`src/rtl/alu_pkg.sv`:
```
// ============================================================================
//  Module      : alu_pkg
//  Description : Shared widths, ALU opcodes and sequencer state encoding.
//  Revision    : 1.0 - initial release
// ============================================================================
`default_nettype none

package alu_pkg;

  localparam int DEFAULT_LEN_DATO = 8;
  localparam int DEFAULT_LEN_OP   = 6;

  localparam logic [5:0] OP_ADD = 6'b100000;
  localparam logic [5:0] OP_SUB = 6'b100010;
  localparam logic [5:0] OP_AND = 6'b100100;
  localparam logic [5:0] OP_OR  = 6'b100101;
  localparam logic [5:0] OP_XOR = 6'b100110;
  localparam logic [5:0] OP_SRA = 6'b000011;
  localparam logic [5:0] OP_SRL = 6'b000010;
  localparam logic [5:0] OP_NOR = 6'b100111;

  typedef enum logic [2:0] {
    ST_WAIT_A  = 3'd0,
    ST_WAIT_B  = 3'd1,
    ST_WAIT_OP = 3'd2,
    ST_CALC    = 3'd3,
    ST_SEND    = 3'd4,
    ST_WAIT_TX = 3'd5
  } seq_state_e;

  // Busy covers everything between the opcode byte and the end of transmission.
  function automatic logic state_is_busy(input seq_state_e st);
    return (st == ST_CALC) || (st == ST_SEND) || (st == ST_WAIT_TX);
  endfunction

endpackage : alu_pkg

`default_nettype wire

```
`src/rtl/alu_interface.sv`:
```
// ============================================================================
//  Module      : alu_interface
//  Description : Collects A, B and opcode bytes from the UART receiver, drives
//                the ALU and hands the captured result to the UART transmitter.
//  Revision    : 1.0 - initial release
// ============================================================================
`default_nettype none

module alu_interface
  import alu_pkg::*;
#(
  parameter int LEN_DATO = DEFAULT_LEN_DATO,
  parameter int LEN_OP   = DEFAULT_LEN_OP
) (
  input  logic                i_clock,
  input  logic                i_reset,
  input  logic [LEN_DATO-1:0] i_rx_data,
  input  logic                i_rx_done,
  input  logic                i_tx_done,
  input  logic [LEN_DATO-1:0] i_resultado,
  output logic [LEN_DATO-1:0] o_dato_a,
  output logic [LEN_DATO-1:0] o_dato_b,
  output logic [LEN_OP-1:0]   o_op_code,
  output logic [LEN_DATO-1:0] o_tx_data,
  output logic                o_tx_start,
  output logic                o_busy
);

  seq_state_e          state_q,    state_d;
  logic [LEN_DATO-1:0] dato_a_q,   dato_a_d;
  logic [LEN_DATO-1:0] dato_b_q,   dato_b_d;
  logic [LEN_OP-1:0]   op_code_q,  op_code_d;
  logic [LEN_DATO-1:0] tx_data_q,  tx_data_d;
  logic                tx_start_q, tx_start_d;

  always_comb begin
    state_d    = state_q;
    dato_a_d   = dato_a_q;
    dato_b_d   = dato_b_q;
    op_code_d  = op_code_q;
    tx_data_d  = tx_data_q;
    tx_start_d = 1'b0;

    case (state_q)
      ST_WAIT_A: begin
        if (i_rx_done) begin
          dato_a_d = i_rx_data;
          state_d  = ST_WAIT_B;
        end
      end
      ST_WAIT_B: begin
        if (i_rx_done) begin
          dato_b_d = i_rx_data;
          state_d  = ST_WAIT_OP;
        end
      end
      ST_WAIT_OP: begin
        // Upper bits of the opcode byte are dropped by the width cast.
        if (i_rx_done) begin
          op_code_d = LEN_OP'(i_rx_data);
          state_d   = ST_CALC;
        end
      end
      ST_CALC: begin
        tx_data_d  = i_resultado;
        tx_start_d = 1'b1;
        state_d    = ST_SEND;
      end
      ST_SEND: begin
        state_d = ST_WAIT_TX;
      end
      ST_WAIT_TX: begin
        if (i_tx_done) begin
          state_d = ST_WAIT_A;
        end
      end
      default: begin
        state_d = ST_WAIT_A;
      end
    endcase
  end

  always_ff @(posedge i_clock) begin
    if (!i_reset) begin
      state_q    <= ST_WAIT_A;
      dato_a_q   <= '0;
      dato_b_q   <= '0;
      op_code_q  <= '0;
      tx_data_q  <= '0;
      tx_start_q <= 1'b0;
    end else begin
      state_q    <= state_d;
      dato_a_q   <= dato_a_d;
      dato_b_q   <= dato_b_d;
      op_code_q  <= op_code_d;
      tx_data_q  <= tx_data_d;
      tx_start_q <= tx_start_d;
    end
  end

  assign o_dato_a   = dato_a_q;
  assign o_dato_b   = dato_b_q;
  assign o_op_code  = op_code_q;
  assign o_tx_data  = tx_data_q;
  assign o_tx_start = tx_start_q;
  assign o_busy     = state_is_busy(state_q);

endmodule : alu_interface

`default_nettype wire

```
`config.mk`:
```
export PLATFORM = sky130hd
export DESIGN_NAME = alu_interface
export DESIGN_NICKNAME = d
export VERILOG_FILES = /design/src/rtl/alu_pkg.sv /design/src/rtl/alu_interface.sv
export SDC_FILE = /design/constraint.sdc
export NUM_CORES = 1
export LEC_CHECK = 0
export ABC_AREA = 1
export ABC_CLOCK_PERIOD_IN_PS = 1500
export BUFFER_PORTS_ARGS = -buffer_cell sky130_fd_sc_hd__buf_4
export CORE_UTILIZATION = 49
export CTS_CLUSTER_SIZE = 14
export DETAILED_ROUTE_END_ITERATION = 16
export GPL_ROUTABILITY_DRIVEN = 0
export GPL_TIMING_DRIVEN = 0
export HOLD_SLACK_MARGIN = 0.02
export PLACE_DENSITY = 0.81
export SYNTH_ARGS = -nofsm -noshare
export SYNTH_HDL_FRONTEND = slang
export SYNTH_SLANG_ARGS = --single-unit
```
`constraint.sdc`:
```
create_clock -name i_clock -period 1.5 [get_ports i_clock]
set_input_delay 0.375 -clock i_clock [delete_from_list [all_inputs] [get_ports i_clock]]
set_output_delay 0.375 -clock i_clock [all_outputs]
set_load 0.01 [all_outputs]
```
==> results of run 1 <==
registers in the layout, indices dropped and copies added, names as in the netlist:
name        count
o_op_code       6
o_tx_start      1
o_dato_b        8
o_tx_data       8
state_q         3
o_dato_a        8
metrics by stage:
stage	cells	setup WS [ps]	utilization, %	power (mW)
6_report	256	51.37	76.36	1.998
2_1_floorplan	167	441.8	-	1.266
3_5_place_dp	246	245.3	72.28	1.469
4_1_cts	254	12.88	75.27	1.995
3_3_place_gp	246	288.5	72.28	1.452
5_1_grt	256	6.908	76.36	2.109
path summary, 6_finish.rpt:
check                      start      endpoint  slack, ps  cells past startpoint
setup / recovery      state_q[2]        o_busy         50                      5
hold / removal    i_resultado[5]  o_tx_data[5]        270                      3
setup reg to reg      state_q[0]   o_dato_a[4]        280                      5
hold reg to reg      o_dato_a[6]   o_dato_a[6]        490                      2
report_power, final:
group | switching [mW] | internal, mW
Combinational | 0.224 | 0.204
Sequential | 0.0497 | 0.983
Clock | 0.311 | 0.227
Yosys cell counts, types with 2 or more instances:
library cell	n
nor2_1	67
nand3_1	3
inv_2	2
clkbuf_1	2
clkinv_2	2
dfxtp_1	34
o21ai_0	30
nand2_2	3
nor2_2	3
inv_1	6
nand2_1	12
repair_timing:
item	4_1_cts	5_1_grt
endpoints found under the setup margin	1	1
resized for setup	6	4
setup buffers	0	2
critical path, cell delays in order (launching register included):
cell and delay (ps):
dfxtp_4 380, inv_4 70, nand2_2 60, nand2_1 50, inv_1 30, buf_4 130
routing by layer:
layer	vias to the layer above	GRT usage, %
met3	7	6.087
met4	0	15.79
met5	-	0
met2	39	43.67
li1	649	-
met1	559	27.60
area by class of cell:
cell class,count,area [sq um]
inverter,10,42.54
fill,179,543.0
clock inverter,1,5.005
buffer,4,16.27
tap,28,35.03
sequential,34,691.9
multi-input combinational,119,510.5
timing repair buffer,53,397.9
clock buffer,7,55.05
logic make-up (layout without fill, tap and decap cells):
group                  Yosys count  in the layout  share of synthesized area (%)
AO/OA/AOI/OAI                   31             31                          12.59
buffers and inverters           14             75                          4.531
flip-flops                      34             34                          54.78
AND/OR/NAND/NOR                 88             88                          28.10
==> metrics, run 1 <==
Routed Antenna Nets=0; ANT cells=0; Clk pin slew, worst setup/hold paths=110 ps; initial antenna violation count=0; GRT Util Overall=25.38%; Die Ht=52.36 um; CTS Sinks=34; io pins=52; status=complete, no violations; PwrDens=roughly 1100 nW/um^2; H-Tree Level Count=2; final hold slack=270.9 ps; share of the synthesized area in the top cell type=54.78%; clk root buf=clkbuf_4; Critical Path End Type=primary output; Post-Place Cell Area=1660 sq um; Static Leak=roughly 0.84 nW; via density per instance=4.898; Syn. warnings=0; vias in the first global route=about 1100; fraction of registers with async set/reset=0%; TritonCTS clock tree=done; Non-Filler Cell Area, Final=1754 sq um; Iter 0 DRT Violations=18; WL met2=1.523 mm; crit path DAT=1070 ps; Netlist Area Pre-Place=around 1200 sq um; fin. max-slew vios=0; die area=2741 sq um; share of post-route cells with drive strength above 1=33.77%; final clock skew=9.885 ps; Worst Tran Pin Value=about 400 ps; Mapped Cells=167; pin count of the biggest net entering global routing=11; vias post-DR=1254; Top FF cell, synth=dfxtp_1; unique cell type count in the Yosys netlist=14; Mean Syn Cell Area=approximately 7.4 sq um; Setup CP Type=reg -> out; Post-synth EDFFs=0; core footprint=around 2300 sq um; Peak Freq=0.6903 GHz; CP max FO=4; die width=52.36 um; first-pass GRT wire length=just under 5 mm; crit path launch type=flop; top sig layer=met4; first-pass detailed-route iteration total=4; Remaining DRCs=0; Hold Vio Cnt, Final=0; Crit path required time=1120 ps; HP Class=in -> reg; final WL=between 3 and 4 mm; Setup violations, final=0; # rows=17; Max Cap Violations=0; # nets final=between 200 and 250; leading area contributor after synthesis=dfxtp_1; register area share after synthesis=a little over half; Max Root-Sink Buffers=2; commonest non-fill, non-tap cell in the layout=nor2_1; VDD IR max=between 0.8 and 0.9 mV; Sum Neg Setup Slack=0 ps; P&R area growth vs syn=41.19%; DP HPWL=2.329 mm; worst skew pair latency=350 ps; DR WL met3=163 um; PortBufs=51; DR WL/cell=11.84 um; clock buffer count from CTS=5; RSZ-0062 raised after global routing=false; most frequent cells in the layout=67 x nor2_1, 53 x buf_4, 31 x dfxtp_1; Tmin final=1449 ps; period utilisation layout=between 90 and 100%; post-synthesis register bit count=34; Synth area leaders=dfxtp_1 55%, nor2_1 20%, o21ai_0 12%, nand2_1 3.6%, inv_1 1.8%; WL met1=1.288 mm; Max-Slew Margin vs Limit=73.87%; Post-Syn Nets=187; hold_buf cts=0; gr ovfl total=0; Starting Density=54.08%
(Power assumes the default switching activity.)
==> run 2, diff against run 1 <==
- PLACE_DENSITY: 0.81 -> unset
- PLACE_DENSITY_LB_ADDON: unset -> 0.25
- SETUP_SLACK_MARGIN: unset -> 0.5
==> run 2 against run 1 <==
Effect of this change:
- synthesized cell count stayed put
- the flow now stops in 5_1_grt
- area after synthesis stayed put
==> metrics, run 2 <==
Worst Endpoint after GRT Repair=o_busy; # rows=17 (unchanged); hold_buf cts=0 (unchanged); Mapped Cells=167 (unchanged); pin count of the biggest net entering global routing=11; clk root buf=clkbuf_4; status=stopped before the end; register area share after synthesis=54.78% (unchanged); io pins=52 (unchanged); Post-synth top cells=67 x nor2_1, 34 x dfxtp_1, 30 x o21ai_0; count leader, synth=nor2_1; Top FF cell, synth=dfxtp_1; Max Root-Sink Buffers=2 (unchanged); share of the synthesized area in the top cell type=54.78% (unchanged); CTS Sinks=34 (unchanged); Die Ht=52.36 um (unchanged); clock buffer count from CTS=5 (unchanged); Post-Syn Nets=187 (unchanged); Synth area leaders=dfxtp_1 55%, nor2_1 20%, o21ai_0 12%, nand2_1 3.6%, inv_1 1.8%; pre-CTS WS=298.8 ps (+53.57 ps); unique cell type count in the Yosys netlist=14 (unchanged); post-synthesis register bit count=34 (unchanged); die width=52.36 um (unchanged); Netlist Area Pre-Place=1242 sq um (unchanged); initial antenna violation count=0; Post-synth EDFFs=0 (unchanged); worst ep type=primary output; Log Error=[ERROR DPL-0033] detailed placement checks failed during check placement.; leading area contributor after synthesis=dfxtp_1; H-Tree Level Count=2 (unchanged); Mean Syn Cell Area=7.440 sq um (unchanged); DP HPWL=2.286 mm (-1.8%); fraction of registers with async set/reset=0% (unchanged); stage reached=5_1_grt; Syn. warnings=0 (unchanged); Starting Density=54.08% (unchanged); PortBufs=51 (unchanged)
[run 2: cell counts after synthesis]
No cell type changed its count.
[run 2: timing repair]
item,CTS
buffers inserted,8
endpoints found under the hold margin,0
setup endpoints to repair,65
gates resized for setup,112
pin swaps,14
cloned,1
[run 2: cells by family after synthesis]
group                  synth area share, %
AND/OR/NAND/NOR                      28.10
flip-flops                           54.78
AO/OA/AOI/OAI                        12.59
buffers and inverters                4.531
[run 2: stage by stage]
step           instance area, sq um  cells  hold WS, ps
3_3_place_gp                   1664    246        463.8
3_5_place_dp                   1664    246        475.3
2_1_floorplan                  1246    167        476.8
4_1_cts                        2090    262        272.9
==> run 3, diff against run 2 <==
- CORE_AREA: unset -> 2 2 63 65
- CORE_UTILIZATION: 49 -> unset
- CTS_CLUSTER_SIZE: 14 -> unset
- DIE_AREA: unset -> 0 0 65 67
- HOLD_SLACK_MARGIN: 0.02 -> unset
- PLACE_DENSITY_LB_ADDON: 0.25 -> 0.15
- SETUP_SLACK_MARGIN: 0.5 -> unset
==> run 3 against run 2 <==
Effect of this change:
- the flow now finishes without violations
==> metrics, run 3 (synthesized netlist as in run 1, its figures left out) <==
status=complete, no violations; Tmin final=around 1400 ps; post-CTS setup buffer count=0 (-8); clock buffer count from CTS=5 (unchanged); Critical Path End Type=primary output; P&R area growth vs syn=44.71%; crit path DAT=1040 ps; vias in the first global route=1087; most frequent cells in the layout=67 x nor2_1, 51 x buf_4, 31 x dfxtp_1; clk root buf=clkbuf_8; Worst Tran Pin Value=roughly 380 ps; Hold Vio Cnt, Final=0; pin count of the biggest net entering global routing=11; PortBufs=51 (unchanged); hold_buf cts=0 (unchanged); commonest non-fill, non-tap cell in the layout=nor2_1; fin. max-slew vios=0; Max Root-Sink Buffers=2 (unchanged); ANT cells=0; DP HPWL=2.224 mm (-2.7%); Remaining DRCs=0; CTS Sinks=34 (unchanged); hold path cells=3; RSZ-0062 raised after global routing=false; gr ovfl total=0; die width=65 um (+24%); final WL=2.923 mm; first-pass GRT wire length=between 4 and 5 mm; VDD IR max=0.6208 mV; Non-Filler Cell Area, Final=1798 sq um; area of the multi-input gates=505.5 sq um; die area=4355 sq um; Max Cap Violations=0; via density per instance=4.438; first-pass detailed-route iteration total=4; Post-Place Cell Area=1685 sq um (+1.3%); Iter 0 DRT Violations=35; reg2reg path depth=4; CP max FO=4; vias post-DR=1216; Starting Density=34.46% (-20 points); io pins=52 (unchanged); # nets final=245; H-Tree Level Count=2 (unchanged); Die Ht=67 um (+28%); period utilisation layout=94.31%; Crit path required time=between 1000 and 1500 ps; Max-Slew Margin vs Limit=between 70% and 80%; share of post-route cells with drive strength above 1=31.42%; final clock skew=3.502 ps; TritonCTS clock tree=done; crit path launch type=flop; core footprint=3606 sq um; Sum Neg Setup Slack=0 ps; Clk pin slew, worst setup/hold paths=70 ps; fillers=401; Routed Antenna Nets=0; HP Class=in -> reg; Peak Freq=around 0.71 GHz; initial antenna violation count=0; PwrDens=approximately 1300 nW/um^2; Setup CP Type=reg -> out; # rows=22 (+5); DR WL/cell=10.67 um; Static Leak=0.8415 nW; GRT Util Overall=14.74%; CTS resizes=1 (-99%); worst skew pair latency=280 ps; Setup violations, final=0; register area=686.9 sq um
## run 3: final timing paths
check	start	endpoint	slack [ps]
setup / recovery	state_q[2]	o_busy	90
hold / removal	i_resultado[3]	o_tx_data[3]	340
setup reg to reg	state_q[2]	o_dato_b[3]	430
hold reg to reg	o_dato_a[7]	o_dato_a[7]	480
## run 3: stage by stage
stage          power, mW  hold slack [ps]  setup WS, ps  cells  util, %
4_1_cts            2.284            330.5        0.4104    274    49.72
3_5_place_dp       1.465            475.7         280.3    266    46.74
5_1_grt            2.378            333.1         12.98    274    49.86
2_1_floorplan      1.266            492.6         441.8    167        -
3_3_place_gp       1.463            466.6         277.6    266    46.74
6_report           2.254            339.7         85.42    274    49.86
## run 3: per-layer routing
metal / vias to the layer above / share of wire (%) / global-route usage, %
met5: - / 0 / 0
met4: 0 / 1.5 / 6.383
met3: 6 / 5.5 / 6.250
met2: 35 / 47 / 23.07
met1: 534 / 46 / 17.60
li1: 641 / - / -
## run 3: where the power goes
group	switching [mW]	total (mW)	internal (mW)
sequential	0.0498	1.03	0.985
clock	0.315	0.811	0.497
combinational	0.214	0.408	0.194
## run 3: critical path: stages (launching register included)
cell and delay (ps):
dfxtp_2 340, inv_1 110, nand2_1 90, nand2_1 60, inv_1 40, buf_4 130
## run 3: layout make-up
class | instances | share of cell area (%)
Buffer | 4 | 0.9047
Clock buffer | 7 | 4.245
Clock inverter | 1 | 1.670
Inverter | 10 | 2.227
Multi-Input combinational cell | 119 | 28.11
Sequential cell | 34 | 38.20
Tap cell | 48 | 3.340
Timing Repair Buffer | 51 | 21.29
